<file path="src/rtl/tone_pkg.sv">
`default_nettype none
// ============================================================================
// Module   : tone_pkg
// Purpose  : Shared types and constants for the tone player: the player
//            state encoding and the width of the phase accumulator.
// Ports    : none (package)
// Revision : 1.0 - initial release
// ============================================================================
package tone_pkg;

  // Width of the NCO phase accumulator; wraps modulo 2^C_PHASE_W.
  localparam int C_PHASE_W = 32;

  typedef enum logic [1:0] {
    IDLE = 2'd0,
    PLAY = 2'd1,
    GAP  = 2'd2
  } tone_state_t;

endpackage : tone_pkg
`default_nettype wire

</file>
<file path="src/rtl/tone_nco.sv">
`default_nettype none
// ============================================================================
// Module   : tone_nco
// Purpose  : Phase accumulator (numerically controlled oscillator). Adds the
//            step to the phase every enabled cycle, modulo 2^C_PHASE_W.
//            Only the top OUT_W bits leave the block; the low bits exist
//            purely to give fine frequency resolution.
// Ports    : clk_i     - clock, rising edge
//            reset_i   - asynchronous active-high reset (phase -> 0)
//            clear_i   - synchronous phase clear, wins over enable_i
//            enable_i  - advance the phase by step_i this cycle
//            step_i    - phase increment per enabled cycle
//            phase_o   - top OUT_W bits of the phase
// Revision : 1.0 - initial release
// ============================================================================
module tone_nco
  import tone_pkg::*;
#(
  parameter int OUT_W = 8
) (
  input  logic                 clk_i,
  input  logic                 reset_i,
  input  logic                 clear_i,
  input  logic                 enable_i,
  input  logic [C_PHASE_W-1:0] step_i,
  output logic [OUT_W-1:0]     phase_o
);

  logic [C_PHASE_W-1:0] r_phase;

  // Carry out of the add is dropped, giving natural modulo-2^32 wrap.
  always_ff @(posedge clk_i or posedge reset_i) begin
    if (reset_i) begin
      r_phase <= '0;
    end else if (clear_i) begin
      r_phase <= '0;
    end else if (enable_i) begin
      r_phase <= r_phase + step_i;
    end
  end

  assign phase_o = r_phase[C_PHASE_W-1 -: OUT_W];

endmodule : tone_nco
`default_nettype wire

</file>
<file path="src/rtl/tone_player.sv">
`default_nettype none
// ============================================================================
// Module   : tone_player
// Purpose  : Plays one note at a time: accepts (fstep, dur) over a
//            valid/ready handshake, runs an NCO for dur tick periods, then
//            stays silent for gap_ticks_p tick periods, then pulses done_o.
// Ports    : clk_i     - clock, rising edge
//            reset_i   - asynchronous active-high reset
//            fstep_i   - phase increment per clock for the offered note
//            dur_i     - note length in tick_i periods (0 = no tone)
//            valid_i   - note offer, held with data until accepted
//            ready_o   - high in IDLE, note can be accepted
//            tick_i    - one-cycle timebase strobe
//            abort_i   - synchronous cancel of the current note/gap
//            square_o  - square wave (phase MSB) while playing
//            phase_o   - phase[31:24] sawtooth while playing
//            busy_o    - high in PLAY or GAP
//            done_o    - one-cycle pulse when a note and its gap complete
// Revision : 1.0 - initial release
// ============================================================================
module tone_player
  import tone_pkg::*;
#(
  parameter int gap_ticks_p = 1,
  parameter int dur_width_p = 8
) (
  input  logic                   clk_i,
  input  logic                   reset_i,
  input  logic [C_PHASE_W-1:0]   fstep_i,
  input  logic [dur_width_p-1:0] dur_i,
  input  logic                   valid_i,
  output logic                   ready_o,
  input  logic                   tick_i,
  input  logic                   abort_i,
  output logic                   square_o,
  output logic [7:0]             phase_o,
  output logic                   busy_o,
  output logic                   done_o
);

  // The shared tick counter must hold both a duration and the gap length.
  localparam int C_GAP_W = (gap_ticks_p < 2) ? 1 : $clog2(gap_ticks_p + 1);
  localparam int C_CNT_W = (dur_width_p > C_GAP_W) ? dur_width_p : C_GAP_W;
  localparam logic [C_CNT_W-1:0] C_GAP_LOAD = C_CNT_W'(gap_ticks_p);
  localparam logic [C_CNT_W-1:0] C_CNT_ONE  = C_CNT_W'(1);

  tone_state_t          r_state;
  tone_state_t          w_state_nxt;
  // The counter doubles as the latched duration: it is loaded from dur_i
  // on acceptance and nothing else ever needs the original value.
  logic [C_CNT_W-1:0]   r_cnt;
  logic [C_CNT_W-1:0]   w_cnt_nxt;
  logic [C_PHASE_W-1:0] r_fstep;
  logic [C_PHASE_W-1:0] w_fstep_nxt;
  logic                 r_done;
  logic                 w_done_nxt;
  logic                 w_nco_clear;
  logic                 w_nco_en;
  logic [7:0]           w_phase_top;
  logic                 w_play;

  // --------------------------------------------------------------------------
  // State register
  // --------------------------------------------------------------------------
  always_ff @(posedge clk_i or posedge reset_i) begin
    if (reset_i) begin
      r_state <= IDLE;
      r_cnt   <= '0;
      r_fstep <= '0;
      r_done  <= 1'b0;
    end else begin
      r_state <= w_state_nxt;
      r_cnt   <= w_cnt_nxt;
      r_fstep <= w_fstep_nxt;
      r_done  <= w_done_nxt;
    end
  end

  // --------------------------------------------------------------------------
  // Next state. abort_i is tested before tick_i so a coincident tick is lost.
  // In IDLE tick_i is not looked at, so a tick on the accept edge is ignored.
  // --------------------------------------------------------------------------
  always_comb begin
    w_state_nxt = r_state;
    w_cnt_nxt   = r_cnt;
    w_fstep_nxt = r_fstep;
    w_done_nxt  = 1'b0;
    w_nco_clear = 1'b0;

    case (r_state)
      IDLE: begin
        if (valid_i) begin
          if (dur_i != '0) begin
            w_state_nxt = PLAY;
            w_fstep_nxt = fstep_i;
            w_cnt_nxt   = C_CNT_W'(dur_i);
            w_nco_clear = 1'b1;
          end else begin
            // Empty note: acknowledge with done_o but never leave IDLE.
            w_done_nxt = 1'b1;
          end
        end
      end

      PLAY: begin
        if (abort_i) begin
          w_state_nxt = IDLE;
          w_cnt_nxt   = '0;
          w_nco_clear = 1'b1;
        end else if (tick_i) begin
          if (r_cnt == C_CNT_ONE) begin
            w_nco_clear = 1'b1;
            if (gap_ticks_p == 0) begin
              w_state_nxt = IDLE;
              w_cnt_nxt   = '0;
              w_done_nxt  = 1'b1;
            end else begin
              w_state_nxt = GAP;
              w_cnt_nxt   = C_GAP_LOAD;
            end
          end else begin
            w_cnt_nxt = r_cnt - C_CNT_ONE;
          end
        end
      end

      GAP: begin
        if (abort_i) begin
          w_state_nxt = IDLE;
          w_cnt_nxt   = '0;
          w_nco_clear = 1'b1;
        end else if (tick_i) begin
          if (r_cnt == C_CNT_ONE) begin
            w_state_nxt = IDLE;
            w_cnt_nxt   = '0;
            w_done_nxt  = 1'b1;
          end else begin
            w_cnt_nxt = r_cnt - C_CNT_ONE;
          end
        end
      end

      default: begin
        w_state_nxt = IDLE;
        w_cnt_nxt   = '0;
        w_nco_clear = 1'b1;
      end
    endcase
  end

  assign w_play   = (r_state == PLAY);
  assign w_nco_en = w_play;

  tone_nco #(
    .OUT_W (8)
  ) u_nco (
    .clk_i    (clk_i),
    .reset_i  (reset_i),
    .clear_i  (w_nco_clear),
    .enable_i (w_nco_en),
    .step_i   (r_fstep),
    .phase_o  (w_phase_top)
  );

  // --------------------------------------------------------------------------
  // Outputs: audio is forced silent outside PLAY.
  // --------------------------------------------------------------------------
  assign ready_o  = (r_state == IDLE);
  assign busy_o   = (r_state != IDLE);
  assign done_o   = r_done;
  assign square_o = w_play & w_phase_top[7];
  assign phase_o  = w_play ? w_phase_top : 8'h00;

endmodule : tone_player
`default_nettype wire

</file>
<file path="config.mk">
export PLATFORM = sky130hd
export DESIGN_NAME = tone_player
export DESIGN_NICKNAME = d
export VERILOG_FILES = /design/src/rtl/tone_pkg.sv /design/src/rtl/tone_nco.sv /design/src/rtl/tone_player.sv
export SDC_FILE = /design/constraint.sdc
export NUM_CORES = 1
export LEC_CHECK = 0
export ABC_AREA = 1
export BUFFER_PORTS_ARGS = -buffer_cell sky130_fd_sc_hd__buf_2
export CORE_AREA = 2 2 112 114
export DETAILED_ROUTE_END_ITERATION = 10
export DIE_AREA = 0 0 114 116
export PLACE_DENSITY_LB_ADDON = 0.05
export SLEW_MARGIN = 0
export SYNTH_ARGS = -nofsm -noshare
export SYNTH_HDL_FRONTEND = slang
export SYNTH_SLANG_ARGS = --single-unit
</file>
<file path="constraint.sdc">
create_clock -name clk_i -period 3.5 [get_ports clk_i]
set_input_delay 1.05 -clock clk_i [delete_from_list [all_inputs] [get_ports clk_i]]
set_output_delay 1.05 -clock clk_i [all_outputs]
set_load 0.05 [all_outputs]
</file>
==> results.ini, run 1 <==
[outcome]
outcome=complete, no violations

[synth]
seq_area_frac_synth_pct=33.9
synth_seq_cells=75
syn_inst=883
syn-num-nets=962
syn_area_mm2=0.00554
yosysTopAreaCellShare_pct=33.9
synth_area_leaders=dfrtp_1 (34%), nand2_1 (26%), inv_1 (9.6%)
synth_top_area_cell=dfrtp_1
synth_warnings=0
avgSynthCellArea_um2=6.27
ys_types=28

[die]
num_io_pins=57
die_h_um=116
start_util_pct=46.5
dieArea_mm2=0.0132
fp-row-count=40
core_region_area_mm2=0.0119
die_w_um=114

[routing]
drc=0
drt_iter0_drc=287
drt_wl_total_mm=14.4
first_pass_iters=5
viasPerCell=4.86
drtAntennaViolNets=0
vias=5311
routedWlPerCell_um=13.2

[power_and_ir_drop]
netSwitchingFraction_pct=46.1
peakVddDrop_uv=303
p_clk_share_pct=20.4
combPwrFrac_pct=51.2
intPower_uw=2670
seqPwrFrac_pct=28.3
cellPowerDensity_mw_per_mm2=786
power_leakage_uw=0.00384
power_switching_uw=2290

[global_route]
grt_first_pass_wirelength_mm=24.0
grt_max_degree=39
grt_pass1_vias=5062
grt_overflow=0
antenna_found_initial=0
grt_use_total_pct=23.1

[sta]
hold_slack_ns=0.477
worstMarginPinSlew_ns=0.841
maxSlewHeadroom_pct=43.9
slew_viol_final=0
period_share_pct=78.7
fmax_mhz=363
tns_ns=0
fin_worst_skew_ns=0.00551
finalHoldViolCount=0
rsz0062_at_grt=false
min_period_ns=2.76
finalSetupViolCount=0

[clock_tree]
clock-root-buffer=clkbuf_16
cts_setup_buffers=0
ctsResizeCount=0
htreeDepth=3
numCtsBuffers=9
clock_latency_ns=0.34
cts_max_path_buffers=2
cts_tree=yes
clkSlewWorstSetupHoldPaths_ns=0.06
cts_hold_buffers=0
clock_sinks=75

[critical_path]
arrival_ns=1.71
cp-end-kind=primary output
crit_required_ns=2.45
critPathLaunchType=flop
critical_path_class=flop to primary output
rrSetupSlack_ns=1.29
r2r_cells=13
critPathMaxStageDelay_ns=0.55
critPathMaxFanout=11
cpMaxStageDelayCell=nor2_1
path_cells=nor2_1 > buf_2

[job]
drv_cap=0

[place]
place_inst=1076
gp_congestion=0.938
dp_hpwl_mm=11.1
placement.io_buffers=56

[finish]
synthToLayoutAreaGrowth_pct=13.9
fin_cells=1092
finalNetCount=1019
antennaDiodeCount=0
utilization_pct=53.0
final_layout_size_suffix_gt1_share_pct=10.1

[hold_path]
holdCritPathClass=flop to flop
hold_path_depth=2

## routing by layer
metal  share of wire, %  global-route usage, %  up-vias
met4                2.2                   9.27        0
met2                 46                   38.1       86
met1                 49                   30.8     2392
met3                2.7                   3.09       21
li1                   -                      -     2812
met5                  0                      0        -
## worst paths after layout
| kind | to | from |
|---|---|---|
| min in group asynchronous | done_o | reset_i |
| hold / removal | r_fstep[24] | r_fstep[24] |
| hold reg to reg | r_fstep[24] | r_fstep[24] |
| setup reg to reg | u_nco.r_phase[20] | r_fstep[0] |
| setup / recovery | ready_o | r_state[0] |
| max in group asynchronous | r_fstep[18] | reset_i |
## worst max-delay path: cells and delay by family, from the launching register on
family | cells | cell delay [ns]
buffers and inverters | 1 | 0.38
DFF | 1 | 0.43
and+or+nand+nor | 1 | 0.55
## synth_stat cells (all sizes together)
cell / number
a21boi: 1
a21o: 3
a21oi: 27
buf: 11
clkbuf: 6
dfrtp: 75
fa: 1
ha: 33
inv: 150
nand2: 382
nand3: 72
nand3b: 4
nand4: 3
nor2: 67
nor3: 3
o21ai: 29
o21bai: 2
o22ai: 1
o31ai: 2
xnor2: 7
xor2: 4
## cell families after synthesis
group / count (synthesis) / synth area share, %
DFF: 75 / 33.9
xor gates and xnor gates: 11 / 1.74
adders and majority gates: 34 / 7.82
AOI/OAI and AO/OA: 65 / 6.46
and+or+nand+nor: 531 / 38.5
buffers and inverters: 167 / 11.6
## flip-flops by register name, indices dropped and copies added (netlist names)
register       count
done_o             1
r_cnt              8
r_state            2
r_fstep           32
u_nco.r_phase     32
## cell type report
type                    count  area (um2)
flip-flops and latches     75        1880
clock buffers              12         246
fillers                  1244        5600
repair buffers             63         345
inverters                 150         563
clock inverters             4        73.8
multi-input cells         641        3020
well taps                 147         184
## cell usage in the layout, fill, tap and decap left out, types with 6 or more instances in the layout
master | synthesis | layout
buf_2 | 10 | 56
nor2_1 | 63 | 62
xnor2_1 | 7 | 7
nand2_1 | 380 | 380
a21oi_1 | 27 | 27
inv_2 | 9 | 10
clkbuf_16 | 0 | 9
o21ai_1 | 14 | 14
ha_1 | 33 | 33
inv_1 | 141 | 140
buf_4 | 1 | 6
nand3_1 | 72 | 72
o21ai_0 | 14 | 14
dfrtp_1 | 75 | 75
## metrics by stage
stage               setup WS, ns  instance area (um2)  power [uW]
finish                     0.745                 6310        4960
floorplan                  0.540                 5540        3320
CTS                        0.749                 6310        5010
detailed placement          1.13                 5990        3960
global route               0.665                 6310        5410
global placement            1.18                 5990        3910
## power by group through the flow
stage	clock network, uW	registers, uW	logic, uW
3_5_place_dp	0	1410	2550
4_1_cts	1040	1400	2560
3_3_place_gp	0	1410	2510
2_1_floorplan	0	1350	1960
5_1_grt	1080	1440	2890
6_report	1010	1400	2540
No activity file was read; power rests on OpenSTA's default activity.
==> inputs of run 2 (changes only) <==
Settings changed: ABC_AREA 1 to 0, CORE_AREA 2 2 112 114 to 2 2 104 106, DIE_AREA 0 0 114 116 to 0 0 106 108.
Clock period 3.5 ns to 2.6 ns, I/O delays scaled along.
==> results.ini, run 2 <==
[global_route]
grt_max_degree=64  ; +64%
grt_overflow=0  ; unchanged
grt_use_total_pct=19.9  ; -3.2 points
grt_pass1_vias=3877  ; -23%
grt_first_pass_wirelength_mm=18.1  ; -24%
antenna_found_initial=0  ; unchanged

[finish]
final-seq-area_mm2=0.00188  ; unchanged
final_common_cell=dfrtp_1
utilization_pct=53.5  ; +0.54 points
fillers=949  ; -24%
antennaDiodeCount=0  ; unchanged
synthToLayoutAreaGrowth_pct=16.0
layout_common_cells=dfrtp_1 (75), buf_2 (56), nand2_1 (50)
largestRegisters=r_fstep (32), u_nco.r_phase (32), r_cnt (8)
multi_input_area_mm2=0.00276  ; -8.7%
finalNetCount=626  ; -39%
final_layout_size_suffix_gt1_share_pct=27.6  ; +18 points

[clock_tree]
cts_hold_buffers=0  ; unchanged
cts_tree=yes
clkSlewWorstSetupHoldPaths_ns=0.09  ; +0.03 ns
htreeDepth=3  ; unchanged
clock_latency_ns=0.37  ; +0.03 ns
clock_sinks=75  ; unchanged
clock-root-buffer=clkbuf_8
numCtsBuffers=9  ; unchanged
cts_max_path_buffers=2  ; unchanged

[synth]
synth_seq_cells=75  ; unchanged
synth-edff-count=0  ; unchanged
ys_types=63  ; +130%
syn-num-nets=558  ; -42%
synth_common_cells=dfrtp_1 (75), nand2_1 (50), o21ai_1 (38), a21oi_1 (34), ha_1 (33)
seq_area_frac_synth_pct=39.8  ; +5.9 points
synth_area_leaders=dfrtp_1 (40%), ha_1 (8.7%), mux2_2 (7.6%)
syn_area_mm2=0.00472  ; -15%
avgSynthCellArea_um2=9.86  ; +57%
async_reset_ff_share_pct=100  ; unchanged
yosysTopAreaCellShare_pct=39.8  ; +5.9 points
syn_inst=479  ; -46%
ys.flop_type=dfrtp_1
synth_most_common_cell=dfrtp_1
synth_warnings=0  ; unchanged
synth_top_area_cell=dfrtp_1

[job]
drv_cap=0  ; unchanged

[power_and_ir_drop]
p_clk_share_pct=12.4  ; -8.0 points
cellPowerDensity_mw_per_mm2=1220  ; +55%
netSwitchingFraction_pct=44.7  ; -1.4 points
combPwrFrac_pct=58.2  ; +7.0 points
power_switching_uw=2970  ; +30%
seqPwrFrac_pct=29.4  ; +1.1 points
peakVddDrop_uv=494  ; +63%
power_leakage_uw=0.00257  ; -33%
intPower_uw=3680  ; +38%

[sta]
maxSlewHeadroom_pct=73.4  ; +30 points
period_share_pct=97.8
finalHoldViolCount=0  ; unchanged
finalSetupViolCount=0  ; unchanged
fmax_mhz=393
worstMarginPinSlew_ns=0.398  ; -0.443 ns
fin_ws_ns=0.0580  ; -0.687 ns
slew_viol_final=0  ; unchanged
min_period_ns=2.54
fin_worst_skew_ns=0.0118  ; +0.00628 ns
rsz0062_at_grt=true
tns_ns=0  ; unchanged

[critical_path]
critPathMaxFanout=4  ; -7
critPathLaunchType=flop
r2r_cells=12  ; -1
critical_path_class=flop to flop
arrival_ns=2.85  ; +1.14 ns
crit_required_ns=2.91  ; +0.46 ns
cp-end-kind=flop

[place]
dp_hpwl_mm=7.76  ; -30%
placement.io_buffers=56  ; unchanged
gp_congestion=0.822  ; -12%
post-place-ws_ns=0.0114  ; -1.12 ns

[routing]
first_pass_iters=4  ; -1
drt_iter0_drc=121  ; -58%
viasPerCell=5.51  ; +13%
drtAntennaViolNets=0  ; unchanged
drt_wl_total_mm=10.6  ; -27%
drc=0  ; unchanged
routedWlPerCell_um=15.4  ; +16%
vias=3787  ; -29%

[die]
dieArea_mm2=0.0114  ; -13%
die_w_um=106  ; -7.0%
start_util_pct=46.1  ; -0.34 points
core_region_area_mm2=0.0102  ; -14%
fp-row-count=37  ; -7.5%
num_io_pins=57  ; unchanged
die_h_um=108  ; -6.9%

[hold_path]
holdCritPathClass=input pin to async pin

[outcome]
outcome=complete, no violations

## run 2: critical path: stages, from the launching register on
cell,delay [ns]
dfrtp_1,0.39
ha_4,0.16
inv_1,0.05
fa_2,0.35
nor2b_1,0.12
o21a_2,0.14
o21ai_2,0.08
a211oi_2,0.29
nand2b_1,0.15
a21o_1,0.16
a21oi_2,0.07
or4b_1,0.46
nand3_1,0.08
## run 2: cell families after synthesis
logic type | count (synthesis) | share of synthesized area (%)
AOI/OAI and AO/OA | 150 | 21.2
adders and majority gates | 34 | 9.17
DFF | 75 | 39.8
muxes | 34 | 8.06
and+or+nand+nor | 131 | 14.2
xor gates and xnor gates | 25 | 4.64
buffers and inverters | 30 | 2.99
## run 2: what timing repair did
item	in CTS	in global routing
pin swaps	0	4
resized for setup	1	8
setup buffers	0	1
setup endpoints to repair	1	18
## run 2: area by class of cell
| type | instances | share of cell area, % |
|---|---|---|
| multi-input combinational | 374 | 50.4 |
| tap | 136 | 3.11 |
| clock inverter | 5 | 0.549 |
| clock buffer | 10 | 2.51 |
| timing repair buffer | 73 | 8.14 |
| inverter | 14 | 1.05 |
| sequential | 75 | 34.3 |
## run 2: worst paths after layout
path | start | end | slack, ns
min in group clk_i | u_nco.r_phase[5] | u_nco.r_phase[5] | 0.49
worst min-delay path | reset_i | r_cnt[5] | 0.38
worst max-delay path | u_nco.r_phase[0] | u_nco.r_phase[14] | 0.06
worst min register to register | u_nco.r_phase[5] | u_nco.r_phase[5] | 0.49
worst max register to register | u_nco.r_phase[0] | u_nco.r_phase[14] | 0.06
max in group asynchronous | reset_i | r_state[0] | 1.54
## run 2: stage by stage
stage	cell area (um2)	instances	total power, uW	hold WS, ns
after global routing	5470	687	7250	0.401
after CTS	5430	686	6660	0.377
after detailed placement	5250	671	5790	0.479
after global placement	5250	671	5700	0.465
final	5470	687	6650	0.384
after floorplan	4730	479	4900	0.453
## run 2: power by group through the flow
stage	Combinational (uW)	Sequential (uW)	Clock (uW)
after detailed placement	3810	1980	0
after global placement	3740	1960	0
final	3880	1960	823
after CTS	3840	1960	856
after global routing	4340	2020	895
after floorplan	3040	1860	0
## run 2: layer usage
metal	vias to the layer above	track usage, %	part of all wire (%)
met5	-	0	0
met4	0	7.33	1.6
met3	14	3.50	2.8
met2	59	34.1	48
met1	1849	25.3	48
li1	1865	-	-
